--- config.mk ---
export PLATFORM = sky130hd
export DESIGN_NAME = pc_redirect_unit
export DESIGN_NICKNAME = d
export VERILOG_FILES = /design/src/rtl/frontend_pkg.sv /design/src/rtl/brq_fifo.sv /design/src/rtl/pc_redirect_unit.sv
export SDC_FILE = /design/constraint.sdc
export NUM_CORES = 1
export LEC_CHECK = 0
export ABC_AREA = 1
export CORE_ASPECT_RATIO = 0.8
export CORE_MARGIN = 5
export CORE_UTILIZATION = 35
export DETAILED_ROUTE_END_ITERATION = 10
export SLEW_MARGIN = 40
export SYNTH_ARGS = -nofsm -noshare
export SYNTH_HDL_FRONTEND = slang
export SYNTH_SLANG_ARGS = --single-unit
--- constraint.sdc ---
create_clock -name clk -period 7.4 [get_ports clk]
set_input_delay 0.74 -clock clk [delete_from_list [all_inputs] [get_ports clk]]
set_output_delay 0.74 -clock clk [all_outputs]
set_load 0.01 [all_outputs]
--- src/rtl/frontend_pkg.sv ---
// Shared front-end types and default parameters for the PC generator and its
// branch-resolve queue.
package frontend_pkg;

  localparam int unsigned          XLEN_DEFAULT        = 64;
  localparam int unsigned          BRQ_DEPTH_DEFAULT   = 4;
  localparam int unsigned          FETCH_BYTES_DEFAULT = 4;
  localparam logic [XLEN_DEFAULT-1:0] RESET_PC_DEFAULT = 64'h8000_0000;

  // One unresolved branch: predicted direction and the PC of the other path.
  typedef struct packed {
    logic                    pred;
    logic [XLEN_DEFAULT-1:0] alt;
  } brq_entry_t;

endpackage

--- src/rtl/brq_fifo.sv ---
// Show-ahead FIFO that holds unresolved branches. It has a synchronous flush,
// and push and pop may occur together even when the FIFO is full.
module brq_fifo #(
  parameter int unsigned DEPTH = 4,
  parameter int unsigned WIDTH = 65
) (
  input  logic             clk,
  input  logic             rst_i,
  input  logic             flush_i,
  input  logic             push_i,
  input  logic             pop_i,
  input  logic [WIDTH-1:0] wdata_i,
  output logic [WIDTH-1:0] rdata_o,
  output logic             full_o,
  output logic             empty_o
);

  localparam int unsigned AW = $clog2(DEPTH);
  localparam int unsigned CW = AW + 1;

  logic [WIDTH-1:0] mem_q [DEPTH];
  logic [AW-1:0]    wr_ptr_q, rd_ptr_q;
  logic [CW-1:0]    count_q;
  logic             do_push, do_pop;

  assign full_o  = (count_q == CW'(DEPTH));
  assign empty_o = (count_q == '0);
  assign do_pop  = pop_i & ~empty_o;
  // A pop frees the head slot in the same cycle, so a full FIFO can still accept a push.
  assign do_push = push_i & (~full_o | do_pop);
  assign rdata_o = mem_q[rd_ptr_q];

  always_ff @(posedge clk) begin
    if (rst_i || flush_i) begin
      wr_ptr_q <= '0;
      rd_ptr_q <= '0;
      count_q  <= '0;
    end else begin
      if (do_push) wr_ptr_q <= wr_ptr_q + 1'b1;
      if (do_pop)  rd_ptr_q <= rd_ptr_q + 1'b1;
      case ({do_push, do_pop})
        2'b10:   count_q <= count_q + 1'b1;
        2'b01:   count_q <= count_q - 1'b1;
        default: count_q <= count_q;
      endcase
    end
  end

  // NOTE: storage has no reset; the count and pointers alone decide which entries are valid.
  always_ff @(posedge clk) begin
    if (do_push && !flush_i) mem_q[wr_ptr_q] <= wdata_i;
  end

endmodule

--- src/rtl/pc_redirect_unit.sv ---
// Front-end PC generator. Predicted branches queue their alternate path. A
// mispredict or an exception redirects fetch and flushes the queue.
module pc_redirect_unit
  import frontend_pkg::*;
#(
  parameter int unsigned     XLEN        = XLEN_DEFAULT,
  parameter int unsigned     BRQ_DEPTH   = BRQ_DEPTH_DEFAULT,
  parameter int unsigned     FETCH_BYTES = FETCH_BYTES_DEFAULT,
  parameter logic [XLEN-1:0] RESET_PC    = XLEN'(RESET_PC_DEFAULT)
) (
  input  logic            clk,
  input  logic            RST,
  input  logic            bp_isBranch,
  input  logic            bp_takenPredict,
  input  logic [XLEN-1:0] bp_target,
  input  logic            bru_res_valid,
  input  logic            bru_takenBranch,
  input  logic            excp_valid,
  input  logic [XLEN-1:0] excp_pc,
  input  logic            fetch_ready,
  output logic [XLEN-1:0] fetch_pc,
  output logic            fetch_valid,
  output logic            flush,
  output logic            brq_full,
  output logic            brq_empty,
  output logic [31:0]     mispredict_cnt
);

  typedef struct packed {
    logic            pred;
    logic [XLEN-1:0] alt;
  } entry_t;

  logic [XLEN-1:0] pc_q, pc_d, pc_seq;
  logic [31:0]     mis_cnt_q, mis_cnt_d;
  entry_t          head, push_entry;
  logic            mispredict, pop_ok, fire, push;

  assign pc_seq     = pc_q + XLEN'(FETCH_BYTES);
  assign mispredict = bru_res_valid & ~brq_empty & (bru_takenBranch ^ head.pred);
  assign pop_ok     = bru_res_valid & ~brq_empty & ~mispredict & ~excp_valid;
  assign flush      = mispredict | excp_valid;

  // A branch stalls only if the queue is full and no correct resolve frees a slot.
  assign fetch_valid = ~RST & ~(bp_isBranch & brq_full & ~pop_ok);
  assign fire        = fetch_valid & fetch_ready;
  assign push        = fire & bp_isBranch & ~flush;

  assign push_entry.pred = bp_takenPredict;
  assign push_entry.alt  = bp_takenPredict ? pc_seq : bp_target;

  brq_fifo #(
    .DEPTH (BRQ_DEPTH),
    .WIDTH ($bits(entry_t))
  ) u_brq (
    .clk     (clk),
    .rst_i   (RST),
    .flush_i (flush),
    .push_i  (push),
    .pop_i   (pop_ok),
    .wdata_i (push_entry),
    .rdata_o (head),
    .full_o  (brq_full),
    .empty_o (brq_empty)
  );

  // NOTE: every always_comb output gets a default first, so no path can infer a latch.
  always_comb begin
    pc_d      = pc_q;
    mis_cnt_d = mis_cnt_q;
    if (excp_valid) begin
      pc_d = excp_pc;
    end else if (mispredict) begin
      pc_d = head.alt;
      if (mis_cnt_q != '1) mis_cnt_d = mis_cnt_q + 32'd1;
    end else if (fire) begin
      pc_d = (bp_isBranch && bp_takenPredict) ? bp_target : pc_seq;
    end
  end

  // NOTE: state registers use non-blocking assignments so every flop samples pre-edge values.
  always_ff @(posedge clk) begin
    if (RST) begin
      pc_q      <= RESET_PC;
      mis_cnt_q <= '0;
    end else begin
      pc_q      <= pc_d;
      mis_cnt_q <= mis_cnt_d;
    end
  end

  assign fetch_pc       = pc_q;
  assign mispredict_cnt = mis_cnt_q;

endmodule

== Yosys cells after proc, flatten, opt, wreduce, memory -nomap -nowiden ==
Memories as Yosys holds them, arrays and structs flattened. A register that Yosys moved wholly into a read port is not among the register bits.
Index checks and enable logic that the tools add are counted.
Word-level totals
  register bits: 103
  memories: 1
  output and inout bits: 100
  RAM bits: 260
Operators by class
  bitwise gates (word level): 23
  reduce and logical (&&, ||, !) cells: 8
  mux-type cells: 10
  add/subtract/negate cells: 6
  equal/unequal tests: 4
Memory list
  u_brq.mem_q: words 4, width 65, read ports 1, clocked after memory_dff 1, wr ports 1, RTL line brq_fifo.sv:21  | logic [WIDTH-1:0] mem_q [DEPTH];
Operators by type and width (count)
  64-bit 2-to-1 mux: 5
  64-bit by 3-bit adder with 64-bit output (second input constant): 1
  32-bit by 1-bit adder with 32-bit output (second input constant): 1
  32-bit != test (second input constant): 1
  1-bit bitwise AND: 12
  1-bit inverter: 8
  3-bit one-hot mux with 2 select lines: 1
  2-bit by 1-bit adder with 2-bit output (second input constant): 2
  2-bit 2-to-1 mux: 2
  3-bit by 1-bit adder with 3-bit output (second input constant): 1
  3-bit equality test (second input constant): 1
  3-bit zero test: 1
  3-bit AND reduction: 1
  3-bit nonzero test: 1
  3-bit by 1-bit subtractor with 3-bit output (second input constant): 1
  2-bit by 1-bit equality test with 1-bit output (second input constant): 1
  2-bit equality test (second input constant): 1
  1-bit logical AND: 2
  1-bit 2-to-1 mux: 2
  1-bit OR: 2
  2-bit nonzero test: 1
  1-bit zero test: 1
  1-bit logical OR: 1
  1-bit bitwise XOR: 1

== Depth between registers and ports, before layout ==
  depth in word-level cells: 18
  depth in mapped cells: 17

== By module ==
From an unflattened synthesis, not the netlist that was laid out.
Unflattened totals
  cells, all modules: 2240
  area total of the unflattened synthesis: 19099.6 um^2
By module, submodules not included
  brq_fifo: seq. area each 7987.7 um^2, instances 1, cells an instance 706, area each 10467.5 um^2
  pc_redirect_unit: seq. area each 1921.8 um^2, instances 1, cells an instance 1534, area each 8632.0 um^2

== Worst setup path before layout ==
No wires, ideal clock.
  path kind: input -> register
  start: input bru_res_valid
  end: memory u_brq.mem_q[0][0], enable pin
  arrival: 4362 ps
  setup slack: 2550 ps
  setup time: 488 ps
  stages: 8
  buffers on the path: 0
  cell sequence: nand2_1 -> nor2_1 -> nand3_2 -> nand2_1 -> nand3_4 -> nor2_1 -> inv_1 -> nor2_1
Between the ends
  word-level cells in the longest chain between the ends: 16
  elaborated cells on any way between the ends: 21
  those cells by class: 2 x mux; 17 x bitwise; 2 x reduce/logical
RTL lines
  start: declaration: RTL line pc_redirect_unit.sv:16  | input logic bru_res_valid,
  1-bit bitwise AND (*): RTL line pc_redirect_unit.sv:40, pc_redirect_unit.sv:41
  1-bit bitwise AND: RTL line pc_redirect_unit.sv:40  | assign mispredict = bru_res_valid & ~brq_empty & (bru_takenBranch ^ head.pred);
  1-bit inverter: RTL line pc_redirect_unit.sv:41  | assign pop_ok = bru_res_valid & ~brq_empty & ~mispredict & ~excp_valid;
  1-bit bitwise AND (2 in series): RTL line pc_redirect_unit.sv:41
  1-bit inverter: RTL line pc_redirect_unit.sv:45  | assign fetch_valid = ~RST & ~(bp_isBranch & brq_full & ~pop_ok);
  1-bit bitwise AND: RTL line pc_redirect_unit.sv:45
  1-bit inverter: RTL line pc_redirect_unit.sv:45
  1-bit bitwise AND: RTL line pc_redirect_unit.sv:45
  1-bit bitwise AND: RTL line pc_redirect_unit.sv:46  | assign fire = fetch_valid & fetch_ready;
  1-bit bitwise AND (2 in series): RTL line pc_redirect_unit.sv:47  | assign push = fire & bp_isBranch & ~flush;
  1-bit bitwise AND: RTL line brq_fifo.sv:30  | assign do_push = push_i & (~full_o | do_pop);
  1-bit logical AND (*): RTL line brq_fifo.sv:51  | if (do_push && !flush_i) mem_q[wr_ptr_q] <= wdata_i;
  1-bit 2-to-1 mux (*): RTL line brq_fifo.sv:51
  1-bit 2-to-1 mux (not written as such) (*): RTL line brq_fifo.sv:51
  end: declaration: RTL line brq_fifo.sv:21
Mark *: on every way between the ends. The rest lies on a longest branch, timed or not.

==> impl_results.md <==
- Result of the run: complete, no violations
- Count of distinct cell types in the synthesized netlist: 38
- Die area: 60500 um^2
- Routed wire length per instance: 20.7 um
- Worst hold-check path type: reg2reg
- Synthesis-stage register bit count: 365
- Total congestion overflow: 0
- Number of max-capacitance violations reported: 0
- Layout Area Growth over Synthesis: 22.6%
- Maximum number of buffers from clock root to sink: 3
- Final nets: 2850
- Routed wire length: 72100 um
- Post-DP HPWL: 50300 um
- Count of routing violations after the opening detailed-route iteration: 1791
- Filler Cell Count: 5495
- Number of top-level pins: 236
- Number of global-route vias before repair: 17400
- Number of hold-slack violations in the final timing report: 0
- Fraction of final layout cells sized beyond drive strength 1: 4.53%
- Cell area after synthesis: 19500 um^2
- Number of clock buffers inserted by TritonCTS: 40
- Initial antenna violation count: 1
- Detailed-routing iteration count for the pre-antenna-repair pass: 5
- Final standard cell count with taps included and fillers excluded: 3488
- Placed Area: 22500 um^2
- Worst reg-to-reg setup slack: 3.00 ns
- Number of hold-repair buffers added at the cts stage: 0
- Area of the core region: 55200 um^2
- Via count normalized by instance count: 5.29
- Worst Hold Margin: 0.469 ns
- Crit share post-route: 60.3%
- Total global-route track usage: 23.0%
- Via count: 18400
- Share of the yosys chip area belonging to registers: 50.9%
- Amount of wire on met2 after detailed routing: 32000 um
- H-tree Lvls: 2
- Post-Syn Instances: 2530
- Place WS: 2.85 ns
- Arrival time of data at the critical path endpoint: 3.72 ns
- Setup TNS: 0 ns
- End-of-flow core utilization: 43.3%
- Cell leakage power: 8.83 nW
- Antenna Violating Nets Remaining: 0
- Total power divided by cell area: 208 nW/um^2
- Detailed route wirelength on metal3: 6200 um
- Worst endpoint required time: 6.66 ns
- Number of cells upsized or downsized after cts: 0
- Max-slew violations: 0
- Number of placement rows: 77
- Number of cells traversed by the worst hold path: 2
- Die Y-Extent: 221 um
- Clock Sink Count: 365
- Total setup buffers inserted after CTS: 0
- Final non-filler cell area: 23900 um^2
- Worst Tran Pin Value: 0.829 ns
- Worst slew margin: 44.6%
- Post-route clock skew: 0.0308 ns
- Uppermost layer routed: met4
- TritonCTS clock tree: yes
- Total chip power: 4.97 mW
- Number of remaining DRC errors: 0
- Quantity of I/O buffers inserted on ports: 235
- Width of the die: 274 um
- Nature of the critical path startpoint: register
- Placed cells: 3414
- Mapped Avg Cell Area: 7.70 um^2
- Synth Net Count: 2674
- Highest achievable clock rate: 224 MHz
- Crit path max fanout: 46
- Peak supply drop: 133 uV
- Most frequent standard cell in the layout excluding fill and tap cells: nand2_1
- Global-route wire length before repair: 108000 um
- Warnings from Yosys: 0
- CTS root buffer: clkbuf_16
- Depth of the worst register-to-register path: 11
- Number of inserted diodes: 0
- Clock transition at path regs: 0.06 ns
- Commonest non-fill, non-tap cells in the layout: 612 x nand2_1, 557 x nor2_1, 260 x edfxtp_1
- Maximum number of pins on one net before global-route repair: 96
- Start-to-end type of the worst setup path: reg2out
- Clock network latency to the later pin of the worst-skew pair: 0.57 ns
- Setup WS post-layout: 2.94 ns
- Routed metal-1 wirelength: 32200 um
- Hold path start: u_brq.rd_ptr_q[1]
- Final setup violation count: 0
- Setup repair after global routing missed its margin: no
- Worst reg2reg path endpoint: u_brq.mem_q[0][43]
- Final period demand of the worst path: 4.46 ns
- Endpoint kind of the worst setup timing path: primary output
- Initial standard-cell utilization of the core: 35.3%
- Routability cong.: 0.979
==> sequential cells by signal, indices dropped and copies added, names as in the netlist, named ones only <==
| register | flops |
|---|---|
| mispredict_cnt | 32 |
| u_brq.count_q | 3 |
| u_brq.rd_ptr_q | 2 |
| fetch_pc | 64 |
| u_brq.mem_q | 260 |
| u_brq.wr_ptr_q | 2 |
==> synth_stat cells, drive strengths merged <==
cell / instances / area share, %
clkbuf: 78 / 1.5
buf: 48 / 1.2
nand4: 67 / 2.2
mux2i: 1 / 0.051
ha: 7 / 0.45
nor2: 565 / 11
nor3b: 1 / 0.039
and2: 1 / 0.032
a31oi: 36 / 1.2
nand2: 617 / 12
dfxtp: 105 / 11
fa: 1 / 0.10
o21bai: 24 / 0.92
xor2: 22 / 0.99
nor4: 1 / 0.032
nand3: 138 / 3.7
o211ai: 1 / 0.039
xnor2: 19 / 0.85
edfxtp: 260 / 40
inv: 175 / 3.4
o22ai: 25 / 0.80
o21ai: 233 / 6.0
nand3b: 8 / 0.31
a21oi: 63 / 1.6
or2: 7 / 0.22
nor3: 27 / 0.69
==> layout make-up <==
class / count / area [um^2] / share of cell area, %
repair buffers: 260 / 2550 / 10.7
well taps: 750 / 938 / 3.93
flip-flops and latches: 365 / 9910 / 41.5
inverters: 175 / 657 / 2.75
multi-input cells: 1864 / 8430 / 35.3
clock buffers: 48 / 1100 / 4.62
clock inverters: 26 / 292 / 1.22
==> layer usage <==
layer / up-vias / global-route usage (%)
met5: - / 0
met4: 0 / 5.81
met1: 8764 / 33.1
li1: 8773 / -
met2: 806 / 35.9
met3: 99 / 4.12
==> worst max-delay path, cell delays in order, from the launching register on <==
cell and delay, ns:
dfxtp_1 0.29, buf_4 0.23, inv_2 0.64, nand3_2 0.18
nand3_1 0.14, nand3_2 0.29, nand2_2 0.17, buf_4 0.52
clkdlybuf4s50_1 0.66
==> where the power goes <==
group / leakage [nW] / switching, mW / internal, mW
Clock: 0.685 / 0.856 / 1.28
Sequential: 3.22 / 0.0785 / 2.24
Combinational: 4.93 / 0.305 / 0.210
==> worst max-delay path by stage <==
| stage | end | startpoint | cells past startpoint | slack (ns) |
|---|---|---|---|---|
| after detailed placement | u_brq.mem_q[0][32] | bru_takenBranch | 10 | 2.85 |
| after global placement | u_brq.mem_q[0][32] | register | 11 | 2.82 |
| after floorplan | u_brq.mem_q[0][0] | bru_res_valid | 8 | 2.55 |
| after CTS | flush | register | 8 | 2.94 |
| after global routing | u_brq.mem_q[0][43] | register | 11 | 2.68 |
| final | flush | register | 8 | 2.94 |
==> logic make-up after synthesis <==
family          after synthesis  share of synthesized area [%]
compound gates              382                           10.5
xor+xnor                     41                           1.84
fa+ha+maj                     8                          0.552
buf+inv                     301                           6.11
flops                       365                           50.9
mux                           1                         0.0514
simple gates               1432                           30.1
Power figures use the tool's default switching activity.
